[config.mk]
export PLATFORM = sky130hd
export DESIGN_NAME = memory_array
export DESIGN_NICKNAME = d
export VERILOG_FILES = /design/src/rtl/memory_array_pkg.sv /design/src/rtl/memory_word.sv /design/src/rtl/memory_array.sv
export SDC_FILE = /design/constraint.sdc
export NUM_CORES = 1
export LEC_CHECK = 0
export ABC_AREA = 1
export CAP_MARGIN = 20
export CORE_ASPECT_RATIO = 0.8
export CORE_MARGIN = 3
export CORE_UTILIZATION = 55
export DETAILED_ROUTE_END_ITERATION = 12
export DONT_BUFFER_PORTS = 1
export PLACE_DENSITY_LB_ADDON = 0.25
export SLEW_MARGIN = 20
export SYNTH_ARGS = -nofsm -noshare
export SYNTH_HDL_FRONTEND = slang
export SYNTH_SLANG_ARGS = --single-unit
[constraint.sdc]
create_clock -name clk -period 3 [get_ports clk]
set_clock_uncertainty 0.2 [all_clocks]
set_input_delay 0.3 -clock clk [delete_from_list [all_inputs] [get_ports clk]]
set_output_delay 0.3 -clock clk [all_outputs]
set_load 0.1 [all_outputs]
[src/rtl/memory_array_pkg.sv]
// Shared types and constants for the memory_array macro.
package memory_array_pkg;

  // INIT sweeps zeros into every word; IDLE serves accesses.
  typedef enum logic {
    INIT = 1'b0,
    IDLE = 1'b1
  } state_e;

  // Encoding of the rw mode bit, inherited from the single-bit cell.
  localparam logic RW_READ  = 1'b0;
  localparam logic RW_WRITE = 1'b1;

endpackage

[src/rtl/memory_word.sv]
// One storage row of the array: a WIDTH-bit register with write enable.
// Rows carry no reset; the clear sweep is what gives them a known value.
module memory_word #(
  parameter int WIDTH = 8
) (
  input  logic             clk,
  input  logic             we,
  input  logic [WIDTH-1:0] d,
  output logic [WIDTH-1:0] q
);

  logic [WIDTH-1:0] word_d;
  logic [WIDTH-1:0] word_q;

  // Hold the current word unless this row is being written.
  always_comb begin
    word_d = word_q;
    if (we) begin
      word_d = d;
    end
  end

  // Storage register.
  always_ff @(posedge clk) begin
    word_q <= word_d;
  end

  assign q = word_q;

endmodule

[src/rtl/memory_array.sv]
// Word-addressed storage macro with a registered read path and a
// hardware clear sweep after reset or on a clr pulse.
//
// state | meaning
// ------+-----------------------------------------------------------
// INIT  | clear sweep: zero word cnt each cycle, busy=1, no accesses
// IDLE  | serve reads/writes; clr restarts the sweep from word 0
module memory_array
  import memory_array_pkg::*;
#(
  parameter  int WIDTH = 8,
  parameter  int DEPTH = 16,
  localparam int AW    = $clog2(DEPTH)
) (
  input  logic             clk,
  input  logic             rst_n,
  input  logic             sel,
  input  logic             rw,
  input  logic [AW-1:0]    addr,
  input  logic [WIDTH-1:0] in,
  input  logic             clr,
  output logic [WIDTH-1:0] out,
  output logic             out_valid,
  output logic             busy
);

  state_e           state_q, state_d;
  logic [AW-1:0]    cnt_q, cnt_d;
  logic [WIDTH-1:0] out_q, out_d;
  logic             out_valid_q, out_valid_d;

  logic [DEPTH-1:0] dec;
  logic [DEPTH-1:0] we;
  logic [WIDTH-1:0] wdata;
  logic [WIDTH-1:0] rdata;
  logic [WIDTH-1:0] word_q [DEPTH];
  logic             addr_hit;
  logic             acc_write;
  logic             acc_read;
  logic             sweep_last;

  // One-hot address decode; an address past the last word hits nothing.
  always_comb begin
    dec = '0;
    for (int i = 0; i < DEPTH; i++) begin
      dec[i] = (addr == AW'(i));
    end
  end

  assign addr_hit = |dec;

  // AND-OR read mux; yields zero when the address is out of range.
  always_comb begin
    rdata = '0;
    for (int i = 0; i < DEPTH; i++) begin
      rdata = rdata | (word_q[i] & {WIDTH{dec[i]}});
    end
  end

  // clr takes priority over any access requested in the same cycle.
  assign acc_write  = (state_q == IDLE) && sel && !clr && (rw == RW_WRITE);
  assign acc_read   = (state_q == IDLE) && sel && !clr && (rw == RW_READ);
  assign sweep_last = (cnt_q == AW'(DEPTH - 1));

  // State, sweep counter and output registers.
  always_ff @(posedge clk or negedge rst_n) begin
    if (!rst_n) begin
      state_q     <= INIT;
      cnt_q       <= '0;
      out_q       <= '0;
      out_valid_q <= 1'b0;
    end else begin
      state_q     <= state_d;
      cnt_q       <= cnt_d;
      out_q       <= out_d;
      out_valid_q <= out_valid_d;
    end
  end

  // Next state: sweep to the last word, then idle until clr.
  always_comb begin
    state_d = state_q;
    cnt_d   = cnt_q;
    case (state_q)
      INIT: begin
        if (sweep_last) begin
          state_d = IDLE;
          cnt_d   = '0;
        end else begin
          cnt_d = cnt_q + 1'b1;
        end
      end
      IDLE: begin
        if (clr) begin
          state_d = INIT;
          cnt_d   = '0;
        end
      end
      default: begin
        state_d = INIT;
        cnt_d   = '0;
      end
    endcase
  end

  // Outputs: row write enables, write data and the next read register value.
  always_comb begin
    we          = '0;
    wdata       = in;
    out_d       = '0;
    out_valid_d = 1'b0;
    if (state_q == INIT) begin
      wdata = '0;
      for (int i = 0; i < DEPTH; i++) begin
        we[i] = (cnt_q == AW'(i));
      end
    end else if (acc_write) begin
      we = dec;
    end
    if (acc_read) begin
      out_valid_d = 1'b1;
      out_d       = addr_hit ? rdata : '0;
    end
  end

  for (genvar g = 0; g < DEPTH; g++) begin : g_row
    memory_word #(.WIDTH(WIDTH)) u_word (
      .clk (clk),
      .we  (we[g]),
      .d   (wdata),
      .q   (word_q[g])
    );
  end

  assign out       = out_q;
  assign out_valid = out_valid_q;
  assign busy      = (state_q == INIT);

endmodule

# Word level (Yosys, flattened, before mapping)
# Index checks and enable logic that the tools add are counted.
# word_totals
regBits	142
latchBits	0
mem_bits_rw	0
romBits	0
input_bits	17
out_inout_bits	10
word_cells	105
memories	0
# classes
add_sub_neg	1
multipliers	0
div	0
order_cmp	0
n_eq_ne	31
n_shift	0
mux	12
bitwise	33
reduce_logical	8
# op_table
op	count
AND 8 bit	16
bitwise OR 8 bit	15
== test 4 bit (second input constant)	16
== test 4 x 3 -> 1 bit (second input constant)	8
2-to-1 mux 16 bit	2
2-to-1 mux 8 bit	3
== test 4 x 2 -> 1 bit (second input constant)	4
OR reduction 16 bit	1
== test 4 x 1 -> 1 bit (second input constant)	2
zero test 4 bit	2
2-to-1 mux 4 bit	2
case mux 4 bit (2 select lines)	1
adder 4 x 1 -> 4 bit (second input constant)	1
logical AND 1 bit	4
2-to-1 mux 1 bit	3
!= test 2 bit (second input constant)	1
inverter 1 bit	2
case mux 1 bit (2 select lines)	1
zero test 1 bit	1

# Logic depth before layout (Yosys ltp)
# logic_depth
depth_word	19
depth_mapped	9
depth_no_buf	9

# By module
# Synthesis repeated with hierarchy kept, for this count alone.
# hier_totals
cells_unflattened	518
hier_area_um2	5875.6
# by_module_without_submodules
module	n_inst	cells_each	area_per_inst_um2	seq_area_each_um2
memory_word	16	8	240.2	240.2
memory_array	1	390	2031.9	350.3

# Worst setup path before layout
# Ideal clock, no wire load.
# synth_path
kind	reg-to-reg
startpoint	reg state_q
endpoint	reg g_row[14].u_word.word_q[0], enable pin
setup_ns	0.388
arrival_time_ns	1.893
required_ns	2.412
path_slack_ns	0.519
path_stages_with_launch	6
path_buffers	1
cell_sequence	dfrtp_1 > buf_4 > inv_2 > nor2_1 > nand3_1 > o32ai_1
# synth_between
elab_chain_cells	5
# synth_lines
element	line	rtl
start, declared	memory_array.sv:27	state_e state_q, state_d;
start signal, assigned	memory_array.sv:73	state_q <= state_d;
logical AND 1 bit (3 in series)	memory_array.sv:61	assign acc_write = (state_q == IDLE) && sel && !clr && (rw == RW_WRITE);
2-to-1 mux 16 bit	memory_array.sv:117	end else if (acc_write) begin
2-to-1 mux 16 bit (*)	memory_array.sv:112	if (state_q == INIT) begin
via g_row[14].u_word.we	memory_word.sv:7	input logic we,
end signal, assigned	memory_word.sv:25	word_q <= word_d;
end, declared	memory_word.sv:13	logic [WIDTH-1:0] word_q;
# The timed path passes the listed nets; every way through them passes the cells marked *.
# A chain may end at the register's enable or synchronous reset.

# Worst setup path in the final report
# layout_path
startpoint	reg state_q
endpoint	reg g_row[3].u_word.word_q[0], enable pin
# layout_between
elab_chain_cells	5
# layout_lines
element	line
logical AND 1 bit (3 in series)	memory_array.sv:61
2-to-1 mux 16 bit	memory_array.sv:117
2-to-1 mux 16 bit (*)	memory_array.sv:112
via g_row[3].u_word.we	memory_word.sv:7
end signal, assigned	memory_word.sv:25
end, declared	memory_word.sv:13
# Marked as above.

==> results.cfg <==
[status]
status = completed

[hold_path]
worstHoldStart = sel
hold_class = in -> reg

[route]
dr_total_vias = 4029
vias_per_cell = 5.80
drc = 0
dr.first_iter.drc_count = 533
drt-pass1-iter-count = 5
drt_wl_total_um = 14300
wl_per_cell_um = 20.5
postRouteAntennaNets = 0

[clock_network]
clk_transition_reported_paths_ns = 0.06
cts_buffers = 17
cts_resized = 0
cts_tree = done
clockBufferDepth = 2
root_buffer = clkbuf_16
clock_sinks = 142
cts_max_level = 4
insertion_delay_ns = 0.42

[finish]
stdcell_count = 695
area_delta_synth_final_pct = 15.5
nFillCells = 781
n_antenna_cell = 0
drive_gt1_share_pct = 9.73
fin_util_pct = 65.8
nets = 563

[power_and_ir_drop]
p_leak_nw = 2.77
power_w = 0.00595
peakVddDrop_mv = 0.459
power_density_mw_per_mm2 = 875

[sta]
setup_viol = 0
finalSetupTns_ns = 0
fin_crit_sh_pct = 81.0
fmax_ghz = 0.411
final_max_slew_viol_count = 0
finalCriticalPeriod_ns = 2.43
rsz0062_at_grt = false
final_hold_viol_count = 0
worst_slew_pin_slew_ns = 0.892
max_slew_margin_pct = 40.6

[floorplan]
die_h_um = 98.5
fp-row-count = 33
core_mm2 = 0.0103
ioPinCount = 27
die_width_um = 122
start_util_pct = 57.0
die-area_mm2 = 0.0120

[grt]
grt_pass1_vias = 3913
grt_max_degree = 37
antenna_found_initial = 0
gr-total-overflow = 0
grt_pass1_wl_um = 22000
grt_use_total_pct = 25.4

[synthesis]
yosysTopAreaCellShare_pct = 65.3
synthCells = 519
yosysSeqAreaShare_pct = 71.3
ys_seq_elements = 142
syn_area_per_cell_um2 = 11.3
ys_top_cells_by_area = edfxtp_1 (65%), nand2_1 (9.5%), nand3_1 (8.5%)
yosysUniqueCellTypes = 17
yosys_warnings = 0
synth_area_mm2 = 0.00588
syn_nets = 540
yosysTopAreaCell = edfxtp_1

[worst_setup_path]
arrival_ns = 2.27
crit_start = state_q$_DFF_PN0_
cp-start-kind = register
worst-setup-path-type = reg -> reg
r2r_start = state_q$_DFF_PN0_
critPathMaxFanout = 16
end_kind = register
worst_ep_required_time_ns = 2.84

[placed_design]
place_congestion = 0.877
dp_cells = 659
dp_hpwl_um = 8740
numPortBuffers = 0

[flow_run]
drv_cap = 0
-- repair_timing --
action | CTS | global route
endpoints found under the hold margin | 24 | 0
buffers inserted | 0 | 0
hold buffers | 4 | 0
-- critical path, stage by stage (launching register included) --
cell,delay [ns]
dfrtp_1,0.51
inv_2,0.14
nor2_1,0.22
nand3_1,0.11
buf_4,0.22
o22ai_1,0.64
-- where the power goes --
part           total [W]  internal [W]  switching, W  leakage (nW)
sequential       0.00275       0.00261      0.000137          1.39
clock            0.00238       0.00157      0.000810         0.324
combinational   0.000817      0.000180      0.000637          1.06
-- state kept, by name, summed over array words and instances (netlist names) --
register        flops
cnt_q               4
g_row.u_word.q    128
out                 8
out_valid           1
state_q             1
-- worst paths after layout --
| check | end | slack, ns | cells after the start |
|---|---|---|---|
| worst max-delay path | g_row[3].u_word.q[0]$_DFFE_PP_ | 0.57 | 5 |
| worst min-delay path | out[4]$_DFF_PN0_ | 0.08 | 4 |
| worst max register to register | g_row[3].u_word.q[0]$_DFFE_PP_ | 0.57 | 5 |
| worst min register to register | cnt_q[0]$_DFFE_PN0P_ | 0.39 | 1 |
| max in group asynchronous | out[6]$_DFF_PN0_ | 2.00 | 1 |
| min in group asynchronous | out[3]$_DFF_PN0_ | 0.16 | 1 |
-- cell usage after synthesis --
cell type,n
nand3_1,100
clkinv_1,2
o31ai_1,1
inv_2,1
ha_1,4
buf_4,7
xor2_1,1
dfrtp_1,14
edfxtp_1,128
o21ai_0,3
nand2_1,149
o22ai_1,13
inv_1,20
nor2_2,6
nor2_1,56
o32ai_1,3
buf_2,11
-- placed cells by master (no fill, tap or decap), types with 13 or more instances in the layout --
cell / Yosys / final
nand3_1: 100 / 100
buf_4: 7 / 18
o22ai_1: 13 / 13
nor2_1: 56 / 56
clkbuf_16: 0 / 17
edfxtp_1: 128 / 128
dfrtp_1: 14 / 14
nand2_1: 149 / 149
inv_1: 20 / 20
-- routing by layer --
| layer | part of all wire, % | up-vias | GRT usage (%) |
|---|---|---|---|
| met3 | 11 | 19 | 8.95 |
| met2 | 46 | 228 | 38.5 |
| met4 | 1.7 | 0 | 8.61 |
| met1 | 41 | 1930 | 34.6 |
| met5 | 0 | - | 0 |
| li1 | - | 1852 | - |
-- metrics by stage --
step	hold WS [ns]	worst slack [ns]	instance area, µm²
global route	0.116	0.423	6800
detailed placement	-0.195	0.628	6090
floorplan	-0.196	0.519	5880
CTS	0.0335	0.609	6800
global placement	-0.195	0.739	6090
finish	0.0812	0.569	6800
-- final cells by class --
cell class              instances  area [µm²]  share of cell area [%]
repair buffers                 22         175                    2.58
clock buffers                  19         433                    6.37
clock inverters                13         236                    3.48
flip-flops and latches        142        4190                    61.7
inverters                      23        86.3                    1.27
well taps                     140         175                    2.58
multi-input cells             336        1500                    22.0
-- cell families (layout without fill, tap and decap cells) --
logic type,after synthesis,count (layout),synth area share (%)
xor+xnor,1,1,0.149
simple gates,311,311,22.2
flops,142,142,71.3
fa+ha+maj,4,4,0.851
compound gates,20,20,2.21
buf+inv,41,77,3.30
(Power assumes the default switching activity.)
